===== src/rtl/sfilt_mc.sv =====
// sfilt_mc: multi-channel, fully pipelined serial filter engine.
// Four-stage pipeline (S0 capture, S1 multiply, S2 delay, S3 accumulate/output)
// with one accumulator per channel. The accumulator is read and written back in
// S3 only, so back-to-back commands to one channel never need forwarding.
// Optional feature macro: SFILT_SAT_EN (saturating output conversion on cmd 3).
module sfilt_mc #(
  parameter int DW  = 32,
  parameter int AW  = 64,
  parameter int NCH = 4,
  parameter int CHW = (NCH > 1) ? $clog2(NCH) : 1
) (
  input  logic           clk,
  input  logic           rst_n,
  input  logic           pushin,
  input  logic [1:0]     cmd,
  input  logic [CHW-1:0] ch,
  input  logic [DW-1:0]  q,
  input  logic [DW-1:0]  h,
  output logic           pushout,
  output logic [CHW-1:0] zch,
  output logic [DW-1:0]  z
);

`ifdef SFILT_SAT_EN
  localparam logic signed [AW-1:0] SAT_MAX = {{(AW-DW+1){1'b0}}, {(DW-1){1'b1}}};
  localparam logic signed [AW-1:0] SAT_MIN = {{(AW-DW+1){1'b1}}, {(DW-1){1'b0}}};
`endif

  // Convert an accumulator value to the DW-bit result presented on z.
  function automatic logic [DW-1:0] f_out_conv(input logic [AW-1:0] acc);
`ifdef SFILT_SAT_EN
    logic signed [AW-1:0] v_s;
    v_s = $signed(acc);
    if (v_s > SAT_MAX) begin
      return SAT_MAX[DW-1:0];
    end else if (v_s < SAT_MIN) begin
      return SAT_MIN[DW-1:0];
    end else begin
      return acc[DW-1:0];
    end
`else
    return acc[DW-1:0];
`endif
  endfunction

  // S0 registers
  logic                 r_v0;
  logic [1:0]           r_cmd0;
  logic [CHW-1:0]       r_ch0;
  logic signed [DW-1:0] r_q0;
  logic signed [DW-1:0] r_h0;
  logic [6:0]           r_sh0;
  // S1 registers
  logic                 r_v1;
  logic [1:0]           r_cmd1;
  logic [CHW-1:0]       r_ch1;
  logic [6:0]           r_sh1;
  logic [AW-1:0]        r_p1;
  // S2 registers
  logic                 r_v2;
  logic [1:0]           r_cmd2;
  logic [CHW-1:0]       r_ch2;
  logic [6:0]           r_sh2;
  logic [AW-1:0]        r_p2;
  // Accumulators
  logic [AW-1:0]        r_acc [NCH];

  logic signed [2*DW-1:0] w_prod;
  logic signed [AW-1:0]   w_prod_ext;
  logic [31:0]            w_ch_ext;
  logic                   w_hit;
  logic [AW-1:0]          w_acc_rd;
  logic [AW-1:0]          w_asr;
  logic [AW-1:0]          w_rnd_src;
  logic [AW-1:0]          w_acc_nx;

  // Full-width signed product, then sign-extended to the accumulator width.
  assign w_prod     = (2*DW)'(r_q0) * (2*DW)'(r_h0);
  assign w_prod_ext = AW'(w_prod);

  // Channel tags beyond NCH are dropped in S3 but still occupy their slot.
  assign w_ch_ext = 32'(r_ch2);
  assign w_hit    = r_v2 && (w_ch_ext < 32'(NCH));

  // Capture the incoming command into S0.
  always_ff @(posedge clk or negedge rst_n) begin
    if (!rst_n) begin
      r_v0   <= 1'b0;
      r_cmd0 <= 2'd0;
      r_ch0  <= {CHW{1'b0}};
      r_q0   <= {DW{1'b0}};
      r_h0   <= {DW{1'b0}};
      r_sh0  <= 7'd0;
    end else begin
      r_v0   <= pushin;
      r_cmd0 <= cmd;
      r_ch0  <= ch;
      r_q0   <= q;
      r_h0   <= h;
      r_sh0  <= h[6:0];
    end
  end

  // S1 multiplies and S2 delays the product and its control alongside.
  always_ff @(posedge clk or negedge rst_n) begin
    if (!rst_n) begin
      r_v1   <= 1'b0;
      r_cmd1 <= 2'd0;
      r_ch1  <= {CHW{1'b0}};
      r_sh1  <= 7'd0;
      r_p1   <= {AW{1'b0}};
      r_v2   <= 1'b0;
      r_cmd2 <= 2'd0;
      r_ch2  <= {CHW{1'b0}};
      r_sh2  <= 7'd0;
      r_p2   <= {AW{1'b0}};
    end else begin
      r_v1   <= r_v0;
      r_cmd1 <= r_cmd0;
      r_ch1  <= r_ch0;
      r_sh1  <= r_sh0;
      r_p1   <= w_prod_ext;
      r_v2   <= r_v1;
      r_cmd2 <= r_cmd1;
      r_ch2  <= r_ch1;
      r_sh2  <= r_sh1;
      r_p2   <= r_p1;
    end
  end

  // Select the addressed accumulator and compute its next value for S3.
  always_comb begin
    w_acc_rd  = {AW{1'b0}};
    w_asr     = {AW{1'b0}};
    w_rnd_src = {AW{1'b0}};
    w_acc_nx  = {AW{1'b0}};
    if (w_hit) begin
      w_acc_rd = r_acc[r_ch2];
    end else begin
      w_acc_rd = {AW{1'b0}};
    end
    w_asr     = $signed(w_acc_rd) >>> r_sh2;
    // Bit s-1 of the accumulator is the rounding bit (half rounds toward +inf).
    w_rnd_src = w_acc_rd >> (r_sh2 - 7'd1);
    case (r_cmd2)
      2'd0: w_acc_nx = r_p2;
      2'd1: w_acc_nx = w_acc_rd + r_p2;
      2'd2: begin
        if (r_sh2 == 7'd0) begin
          w_acc_nx = w_acc_rd;
        end else if ({25'd0, r_sh2} >= 32'(AW)) begin
          w_acc_nx = {AW{1'b0}};
        end else begin
          w_acc_nx = w_asr + {{(AW-1){1'b0}}, w_rnd_src[0]};
        end
      end
      2'd3: w_acc_nx = {AW{1'b0}};
      default: w_acc_nx = w_acc_rd;
    endcase
  end

  // S3 write-back: only the addressed, in-range channel is updated.
  always_ff @(posedge clk or negedge rst_n) begin
    if (!rst_n) begin
      for (int i = 0; i < NCH; i++) begin
        r_acc[i] <= {AW{1'b0}};
      end
    end else begin
      for (int i = 0; i < NCH; i++) begin
        if (w_hit && (w_ch_ext == 32'(i))) begin
          r_acc[i] <= w_acc_nx;
        end
      end
    end
  end

  // S3 output register: one-cycle pulse per executed cmd 3, z/zch hold between.
  always_ff @(posedge clk or negedge rst_n) begin
    if (!rst_n) begin
      pushout <= 1'b0;
      zch     <= {CHW{1'b0}};
      z       <= {DW{1'b0}};
    end else begin
      pushout <= w_hit && (r_cmd2 == 2'd3);
      if (w_hit && (r_cmd2 == 2'd3)) begin
        zch <= r_ch2;
        z   <= f_out_conv(w_acc_rd);
      end
    end
  end

endmodule


===== config.mk =====
export PLATFORM = sky130hd
export DESIGN_NAME = sfilt_mc
export DESIGN_NICKNAME = d
export VERILOG_FILES = /design/src/rtl/sfilt_mc.sv
export SDC_FILE = /design/constraint.sdc
export NUM_CORES = 2
export LEC_CHECK = 0
export CAP_MARGIN = 20
export CORE_MARGIN = 5
export CORE_UTILIZATION = 35
export DETAILED_ROUTE_END_ITERATION = 8
export DONT_BUFFER_PORTS = 1
export GPL_TIMING_DRIVEN = 0
export PLACE_DENSITY = 0.61
export SLEW_MARGIN = 10
export SYNTH_ARGS = -nofsm -noshare
export SYNTH_HDL_FRONTEND = slang
export SYNTH_SLANG_ARGS = --single-unit

===== constraint.sdc =====
create_clock -name clk -period 21.8 [get_ports clk]
set_clock_uncertainty 0.2 [all_clocks]
set_input_delay 2.18 -clock clk [delete_from_list [all_inputs] [get_ports clk]]
set_output_delay 2.18 -clock clk [all_outputs]
set_load 0.02 [all_outputs]

==> results.md <==
- Final Wtd Congestion: 1.09
- Num rows: 160
- Unique masters post-synth: 102
- Status: completed
- CTS resizes: 0
- Total grt overflow: 0
- Top FF cell, synth: dfrtp_1
- Routed length per instance: 34.2 µm
- Port-buffer cells: 0
- Synthesized Nets: 8,656
- Die span in y: 448 µm
- Worst skew pair latency: 0.74 ns
- Mapped cell area: 67,200 µm²
- TritonCTS Buffers: 67
- TritonCTS clock tree: yes
- CTS Buffer Depth: 3
- CP max stage cell: dfrtp_1
- I/O pins: 106
- Clock input transition at the sequential cells of the worst setup and hold paths: 0.06 ns
- Post-CTS setup buffer count: 0
- Share of cells above drive strength 1: 0.0588
- Crit start category: flop
- DP HPWL: 280,000 µm
- Placed Area: 71,200 µm²
- First-pass GRT wire length: 470,000 µm
- Final setup fails: 0
- Seq. cell area: 12,800 µm²
- Cells after Synth: 7,251
- Die width: 448 µm
- Slowest stage delay, CP: 0.91 ns
- Core ar.: 191,000 µm²
- Pin count of the biggest net entering global routing: 513
- Initial core utilization: 0.353
- Layout fillers: 19,300
- Final Hold Viols: 0
- DRC: 0
- Vias per cell: 5.84
- Vias in the first global route: 60,300
- Num Clock Sinks: 512
- Detailed Route WL: 341,000 µm
- CTS Hold Bufs: 0
- Max Cap Viol: 0
- Synth async-reset ratio: 1.00
- Die ar.: 201,000 µm²
- # nets final: 8,806
- F_max: 0.0896 GHz
- DR pass1 iterations: 7
- Cell mode on critical path: fa_1
- Post-synthesis sequential area ratio: 0.191
- Area of the multi-input gates: 49,000 µm²
- CP Data Arrival Time: 11.57 ns
- Relative max-transition margin: 0.0778
- Slew Viols, Final: 0
- Vias post-DR: 58,300
- Overall routing resource usage: 0.337
- Antenna-violating nets left: 0
- Kind of critical path: reg2reg
- Synthesized area per cell: 9.27 µm²
- Area delta synth->final: 9.64%
- EDFF count, synth: 0
- Core Util, Final: 0.387
- Min Tclk post-route: 11.16 ns
- RSZ-0062 raised after global routing: no
- Worst hold path type: reg2reg
- Worst slew pin tran: 1.38 ns
- Yosys warns: 0
- Initial drt markers: 6,554
- #FFs+latches synth: 512
- Fin Setup TNS: 0 ns
- CP Data Required Time: 22.21 ns
- Initial antenna violation count: 19
- Max FO, Critical Path: 10
- Root buf cell: clkbuf_16
- Critical path endpoint category: flop
- Finished layout cell area: 73,700 µm²
- CTS H-tree lvls: 3
- Tcrit/Tclk final: 0.512
-- through the flow --
step | hold WS (ns) | setup WS [ns] | std cells
after floorplan | 0.131 | 13.34 | 7251
after global placement | 0.132 | 10.68 | 9762
after detailed placement | 0.135 | 10.74 | 9827
after CTS | 0.123 | 10.68 | 9948
after global routing | 0.130 | 10.27 | 9966
final | 0.136 | 10.64 | 9979
-- layout by cell type (no fill, tap or decap), types with 15 or more instances in the layout --
| cell | netlist | layout |
|---|---|---|
| a211oi_1 | 43 | 39 |
| a21o_1 | 65 | 65 |
| a21oi_1 | 208 | 208 |
| a221oi_1 | 25 | 24 |
| a22oi_1 | 49 | 49 |
| a31oi_1 | 30 | 29 |
| and2_1 | 552 | 552 |
| and3_1 | 23 | 23 |
| buf_1 | 33 | 32 |
| buf_2 | 20 | 29 |
| buf_4 | 16 | 71 |
| buf_6 | 11 | 19 |
| clkbuf_1 | 354 | 361 |
| clkbuf_16 | 0 | 67 |
| dfrtp_1 | 512 | 512 |
| diode_2 | 0 | 15 |
| fa_1 | 1083 | 1082 |
| ha_1 | 251 | 251 |
| inv_1 | 1017 | 1017 |
| mux2_2 | 35 | 35 |
| mux2i_1 | 192 | 187 |
| mux4_2 | 55 | 55 |
| nand2_1 | 1035 | 1035 |
| nand2b_1 | 29 | 29 |
| nand3_1 | 91 | 91 |
| nand4_1 | 25 | 25 |
| nor2_1 | 253 | 253 |
| nor2b_1 | 29 | 29 |
| nor3_1 | 48 | 47 |
| nor4_1 | 54 | 22 |
| nor4_2 | 0 | 32 |
| o211ai_1 | 29 | 29 |
| o21ai_0 | 388 | 388 |
| o21bai_1 | 21 | 21 |
| o221ai_1 | 25 | 25 |
| o22ai_1 | 212 | 212 |
| o31ai_1 | 15 | 15 |
| xnor2_1 | 120 | 119 |
| xor2_1 | 61 | 61 |
-- area by class of cell --
class,instances,area share
inverter,1023,0.0521
clock inverter,34,0.00701
buffer,436,0.0249
timing repair buffer,81,0.00879
multi-input combinational,5280,0.665
sequential,512,0.174
clock buffer,87,0.0251
tap,2511,0.0426
antenna,15,0.000509
-- registers in the layout, indices dropped and copies added, names as in the netlist, 6 cells and up --
register	cells
r_p1	64
r_sh1	7
r_sh2	7
r_h0	26
z	32
r_p2	64
r_acc	256
r_q0	32
r_sh0	6
-- cell families (layout without fill, tap and decap cells) --
family | Yosys count | in the layout | share of synthesized area
buffers and inverters | 1459 | 1661 | 0.0843
other | 0 | 15 | 0
flip-flops | 512 | 512 | 0.191
adder cells (fa/ha/maj) | 1334 | 1334 | 0.369
XOR/XNOR | 181 | 181 | 0.0236
AO/OA/AOI/OAI | 1286 | 1286 | 0.123
multiplexers | 284 | 284 | 0.0534
AND/OR/NAND/NOR | 2195 | 2195 | 0.156
-- Yosys cell counts, drive strengths merged, types with 56 or more instances --
library cell     n  share of area
a21o            65         0.0073
inv           1019          0.057
o22ai          214          0.020
o21ai          395          0.029
and2           552          0.051
nor2           254          0.014
dfrtp          512           0.19
xnor2          120          0.016
a21oi          208          0.015
fa            1083           0.32
nand3           91         0.0068
clkbuf         354          0.020
nand2         1036          0.058
mux2i          192          0.029
buf             82         0.0074
xor2            61         0.0079
ha             251          0.047
mux4            56          0.019
-- metal layers --
layer / part of all wire / vias to the layer above / track usage
li1: - / 23900 / -
met1: 0.36 / 29900 / 0.394
met2: 0.45 / 3441 / 0.536
met3: 0.084 / 1008 / 0.0687
met4: 0.10 / 8 / 0.276
met5: 0.00013 / - / 0
-- worst max-delay path: cells and delay by family, from the launching register on --
| family | cells | cell delay (ns) |
|---|---|---|
| xor gates and xnor gates | 1 | 0.15 |
| buffers and inverters | 3 | 0.88 |
| DFF | 1 | 0.91 |
| adders and majority gates | 9 | 4.45 |
| and+or+nand+nor | 3 | 0.50 |
| AOI/OAI and AO/OA | 12 | 3.94 |
-- path summary, 6_finish.rpt --
path | startpoint | end | slack (ns) | cells after the start
setup reg to reg | r_sh0[5] | r_p1[60] | 10.64 | 28
setup / recovery | r_sh0[5] | r_p1[60] | 10.64 | 28
hold reg to reg | r_p1[9] | r_p2[9] | 0.14 | 0
hold / removal | r_p1[9] | r_p2[9] | 0.14 | 0
min in group asynchronous | rst_n | r_v1 | 0.97 | 0
max in group asynchronous | rst_n | r_h0[16] | 19.51 | 0
Power is not shown: default switching activity piles up to over one toggle a cycle in this logic, so the estimate is an artifact.
